**src/rtl/axis_pkg.sv**
```systemverilog
// Shared types and constants for the AXI4-Stream packetizer.
// The framing FSM state enum and the skid-buffer depth live here.
package axis_pkg;

  typedef enum logic {
    IDLE   = 1'b0,
    STREAM = 1'b1
  } state_t;

  localparam int SKID_DEPTH = 2;

endpackage

```
**src/rtl/axis_skid_buffer.sv**
```systemverilog
// Two-entry skid buffer with fully registered outputs (data, valid, ready).
// Entry 0 is the output register; entry 1 absorbs the beat accepted while the output is stalled.
module axis_skid_buffer
  import axis_pkg::*;
#(
  parameter int WIDTH = 17
) (
  input  logic             clk,
  input  logic             rst,
  input  logic [WIDTH-1:0] in_data,
  input  logic             in_valid,
  output logic             in_ready,
  output logic [WIDTH-1:0] out_data,
  output logic             out_valid,
  input  logic             out_ready
);

  // Handshake: a beat moves on a port when valid and ready are both 1 at a rising
  // edge; once out_valid is 1, out_data/out_valid hold until out_ready takes the beat.

  localparam int OCC_W = $clog2(SKID_DEPTH + 1);

  logic [WIDTH-1:0] skid_data, skid_data_n, out_data_n;
  logic             skid_valid, skid_valid_n, out_valid_n;
  logic             push, pop;
  logic [OCC_W-1:0] occ_n;

  always_comb begin
    push         = in_valid && in_ready;
    pop          = out_valid && out_ready;
    out_valid_n  = out_valid;
    out_data_n   = out_data;
    skid_valid_n = skid_valid;
    skid_data_n  = skid_data;
    if (!out_valid || pop) begin
      if (skid_valid) begin
        out_valid_n  = 1'b1;
        out_data_n   = skid_data;
        skid_valid_n = push;
        if (push) skid_data_n = in_data;
      end else begin
        out_valid_n = push;
        if (push) out_data_n = in_data;
      end
    end else if (push) begin
      skid_valid_n = 1'b1;
      skid_data_n  = in_data;
    end
    occ_n = OCC_W'(out_valid_n) + OCC_W'(skid_valid_n);
  end

  // in_ready is registered from the next occupancy so it drops only when both entries fill.
  always_ff @(posedge clk) begin
    if (rst) begin
      out_valid  <= 1'b0;
      out_data   <= '0;
      skid_valid <= 1'b0;
      skid_data  <= '0;
      in_ready   <= 1'b0;
    end else begin
      out_valid  <= out_valid_n;
      out_data   <= out_data_n;
      skid_valid <= skid_valid_n;
      skid_data  <= skid_data_n;
      in_ready   <= (occ_n != OCC_W'(SKID_DEPTH));
    end
  end

endmodule

```
**src/rtl/axis_packetizer.sv**
```systemverilog
// Frames an unframed AXI4-Stream into packets of pkt_len beats by generating tlast,
// then drives the result through a registered skid buffer; counts completed packets.
module axis_packetizer
  import axis_pkg::*;
#(
  parameter int DATA_WIDTH  = 16,
  parameter int LEN_WIDTH   = 8,
  parameter int COUNT_WIDTH = 16
) (
  input  logic                   clk,
  input  logic                   resetn,
  input  logic [DATA_WIDTH-1:0]  in_tdata,
  input  logic                   in_tvalid,
  output logic                   in_tready,
  output logic [DATA_WIDTH-1:0]  out_tdata,
  output logic                   out_tvalid,
  output logic                   out_tlast,
  input  logic                   out_tready,
  input  logic [LEN_WIDTH-1:0]   pkt_len,
  output logic [COUNT_WIDTH-1:0] pkt_count,
  output logic                   busy
);

  // resetn is active-high: resetn=1 holds the whole block in reset.
  state_t               state, state_n;
  logic [LEN_WIDTH-1:0] beat_cnt, beat_cnt_n;
  logic [LEN_WIDTH-1:0] len_q, len_n;
  logic [LEN_WIDTH-1:0] eff_len;
  logic                 in_xfer;
  logic                 tag_last;

  assign in_xfer = in_tvalid && in_tready;
  assign eff_len = (pkt_len == '0) ? LEN_WIDTH'(1) : pkt_len;
  assign busy    = (state == STREAM);

  always_comb begin
    state_n    = state;
    beat_cnt_n = beat_cnt;
    len_n      = len_q;
    tag_last   = 1'b0;
    case (state)
      IDLE: begin
        if (in_xfer) begin
          // Single-beat packets never leave IDLE.
          if (eff_len == LEN_WIDTH'(1)) begin
            tag_last = 1'b1;
          end else begin
            len_n      = eff_len;
            beat_cnt_n = LEN_WIDTH'(1);
            state_n    = STREAM;
          end
        end
      end
      STREAM: begin
        if (in_xfer) begin
          if (LEN_WIDTH'(beat_cnt + 1'b1) == len_q) begin
            tag_last   = 1'b1;
            beat_cnt_n = '0;
            state_n    = IDLE;
          end else begin
            beat_cnt_n = LEN_WIDTH'(beat_cnt + 1'b1);
          end
        end
      end
      default: state_n = IDLE;
    endcase
  end

  always_ff @(posedge clk) begin
    if (resetn) begin
      state    <= IDLE;
      beat_cnt <= '0;
      len_q    <= '0;
    end else begin
      state    <= state_n;
      beat_cnt <= beat_cnt_n;
      len_q    <= len_n;
    end
  end

  always_ff @(posedge clk) begin
    if (resetn) begin
      pkt_count <= '0;
    end else if (out_tvalid && out_tready && out_tlast) begin
      pkt_count <= pkt_count + 1'b1;
    end
  end

  axis_skid_buffer #(
    .WIDTH(DATA_WIDTH + 1)
  ) u_skid (
    .clk      (clk),
    .rst      (resetn),
    .in_data  ({tag_last, in_tdata}),
    .in_valid (in_tvalid),
    .in_ready (in_tready),
    .out_data ({out_tlast, out_tdata}),
    .out_valid(out_tvalid),
    .out_ready(out_tready)
  );

endmodule

```
**config.mk**
```make
export PLATFORM = sky130hd
export DESIGN_NAME = axis_packetizer
export DESIGN_NICKNAME = d
export VERILOG_FILES = /design/src/rtl/axis_pkg.sv /design/src/rtl/axis_skid_buffer.sv /design/src/rtl/axis_packetizer.sv
export SDC_FILE = /design/constraint.sdc
export NUM_CORES = 1
export LEC_CHECK = 0
export ABC_AREA = 1
export ABC_CLOCK_PERIOD_IN_PS = 1860
export BUFFER_PORTS_ARGS = -buffer_cell sky130_fd_sc_hd__buf_2
export CAP_MARGIN = 15
export CORE_UTILIZATION = 30
export CTS_CLUSTER_DIAMETER = 200
export CTS_CLUSTER_SIZE = 16
export DETAILED_ROUTE_END_ITERATION = 10
export HOLD_SLACK_MARGIN = 0.06
export SYNTH_ARGS = -nofsm -noshare
export SYNTH_HDL_FRONTEND = slang
export SYNTH_SLANG_ARGS = --single-unit
```
**constraint.sdc**
```tcl
create_clock -name clk -period 1.86 [get_ports clk]
set_input_delay 0.186 -clock clk [delete_from_list [all_inputs] [get_ports clk]]
set_output_delay 0.186 -clock clk [all_outputs]
set_load 0.01 [all_outputs]
```
==> impl_metrics.json <==
{
  "drive_gt1_share_pct": 25.4,
  "placeableCoreArea_um2": 10300,
  "numCtsBuffers": 9,
  "portBuffers": 63,
  "p_comb_share_pct": 9.9,
  "power_frac_seq_pct": 51.9,
  "grt_pass1_wl_um": 13200,
  "sw_frac_of_total_pct": 25.2,
  "power_density_nw_per_um2": 781,
  "start_util_pct": 30.8,
  "leakage_nw": 1.68,
  "worstSetupEndpointType": "register",
  "slew_headroom_pct": 76.3,
  "ir_drop_uv": 527,
  "cp.required_ps": 2090,
  "drtPass1Iterations": 4,
  "rows": 37,
  "crit_slowest_cell": "dfxtp_2",
  "die_h_um": 105,
  "worst_pin_slew_ps": 355,
  "post-route-period-util_pct": 91.8,
  "grt_max_degree": 43,
  "cp_cell_sequence": "ha_1 -> nand2_1 -> nor2_2 -> nand3_2 -> nor2_4 -> nand3_2 -> nor2_4 -> nand4_1 -> o21ai_1 -> a21oi_1",
  "cp_slowest_stage_delay_ps": 370,
  "area_growth_pct": 22.9,
  "cp_max_fo": 5,
  "finalHoldViolations": 0,
  "synth_common_cells": "nand2_1 (82), dfxtp_1 (70), inv_1 (53)",
  "path_clk_slew_ps": 70,
  "clock_sinks": 70,
  "hpwlAfterDp_um": 5580,
  "synth-edff-count": 0,
  "drt-initial-drc-count": 96,
  "max_freq_mhz": 586,
  "ys_ff_latch": 70,
  "setup_viol": 0,
  "wl_per_cell_um": 12.2,
  "die_x_um": 105,
  "vias": 3014,
  "io_pins": 64,
  "async_reset_ff_share_pct": 0,
  "holdWs_ps": 82.0,
  "syn_nets": 460,
  "synthTopCellsByArea": "dfxtp_1 (44%), nand2_1 (9.7%), a21oi_1 (7.7%)",
  "critPathLaunchType": "register",
  "holdBufCountCts": 0,
  "slew_viol_final": 0,
  "worstPathArrival_ps": 1930,
  "yosysMostFrequentCell": "nand2_1",
  "wirelength_um": 7780,
  "ys_types": 29,
  "syn_avg_cell_area_um2": 7.40,
  "drc": 0,
  "htree_levels": 3,
  "whs_path_depth": 3,
  "syn_area_um2": 3180,
  "status": "completed",
  "ys_seq_area_share_pct": 44.0,
  "final_nets": 526,
  "power.share.clock_pct": 38.2,
  "yosysTopAreaCellShare_pct": 44.0,
  "netlist_instances": 430,
  "drv_cap": 0,
  "tritoncts": "yes",
  "gp_congestion": 0.863,
  "worst_r2r_path_depth": 10,
  "synth_top_cell_by_area": "dfxtp_1",
  "synth_ff_type": "dfxtp_1",
  "viasPerCell": 4.74,
  "clk_latency_ps": 340,
  "finalCriticalPeriod_ps": 1710,
  "antenna_left": 0,
  "hold_class": "input port to register",
  "grt_pass1_vias": 2819,
  "gr-total-overflow": 0,
  "antennaDiodeCount": 0,
  "antenna_found_initial": 0,
  "p_int_mw": 2.28,
  "placed_cell_area_um2": 3690,
  "power_switching_uw": 771,
  "crit_type": "register to register",
  "finalInstanceArea_um2": 3910,
  "dieArea_um2": 11000,
  "yosysWarnings": 0,
  "clockBufferDepth": 2,
  "finalClockSkew_ps": 15.4,
  "grtUsageTotal_pct": 14.8,
  "cts-root-buf": "clkbuf_8",
  "rsz0062_at_grt": "true"
}
==> path summary, 6_finish.rpt <==
path / start / to / slack (ps)
setup / recovery: pkt_count[0] / pkt_count[14] / 150
hold / removal: in_tdata[4] / u_skid.skid_data[4] / 80
setup reg to reg: pkt_count[0] / pkt_count[14] / 150
hold reg to reg: pkt_count[12] / pkt_count[12] / 470
==> cell families after synthesis <==
logic type	synth area share, %
flops	44.0
compound gates	20.3
simple gates	25.6
xor+xnor	0.275
buf+inv	9.04
fa+ha+maj	0.786
==> metrics by stage <==
step	util, %	cells	setup WS, ps	total power [mW]	TNS [ps]
floorplan	-	430	180	1.80	0
global placement	35.7	620	137	1.91	0
detailed placement	35.7	620	84.2	1.92	0
CTS	37.5	635	82.8	3.09	0
global route	37.9	636	-22.0	3.20	-22.0
finish	37.9	636	153	3.05	0
==> cell type report <==
class,count,area [um2]
Clock inverter,4,48.8
Tap cell,136,170
Sequential cell,70,1410
Inverter,55,206
Timing Repair Buffer,74,423
Fill cell,1074,6410
Clock buffer,11,131
Multi-Input combinational cell,286,1530
==> per-layer routing <==
metal	up-vias	global-route usage [%]	share of wire, %
li1	1552	-	-
met3	7	2.93	4.6
met5	-	0	0
met4	0	6.04	1.2
met1	1398	18.4	47
met2	57	25.0	48
==> state kept, by name (all words and copies together) (netlist names) <==
register           count
busy                   1
u_skid.skid_data      17
u_skid.out_valid       1
u_skid.skid_valid      1
beat_cnt               8
len_q                  8
u_skid.out_data       17
u_skid.in_ready        1
pkt_count             16
==> placed cells by master, fill, tap and decap left out, drive strengths merged <==
cell type	instances
nor2	32
nor3	4
a31oi	16
nand2	90
buf	74
clkbuf	11
o21ai	49
a21oi	51
xnor2	1
nand4	8
ha	2
and2	1
inv	55
o211ai	1
nand3	27
o21a	3
bufinv	1
nor4	1
dfxtp	70
clkinv	3
==> power by group through the flow <==
stage,Sequential [mW],Clock [mW],Combinational [mW]
final,1.58,1.17,0.302
after global routing,1.59,1.27,0.342
after CTS,1.58,1.20,0.304
after detailed placement,1.62,0,0.302
after global placement,1.62,0,0.294
after floorplan,1.63,0,0.169
==> critical path: cells and delay by family, from the launching register on <==
family,cells,cell delay (ps)
AO/OA/AOI/OAI,2,190
flip-flops,1,370
adder cells (fa/ha/maj),1,170
AND/OR/NAND/NOR,7,870
==> what timing repair did <==
item                       CTS  global route
resized for setup            0            10
buffers inserted             0             1
setup endpoints to repair    0            14
Note: power is estimated with default switching activity, not from simulation.
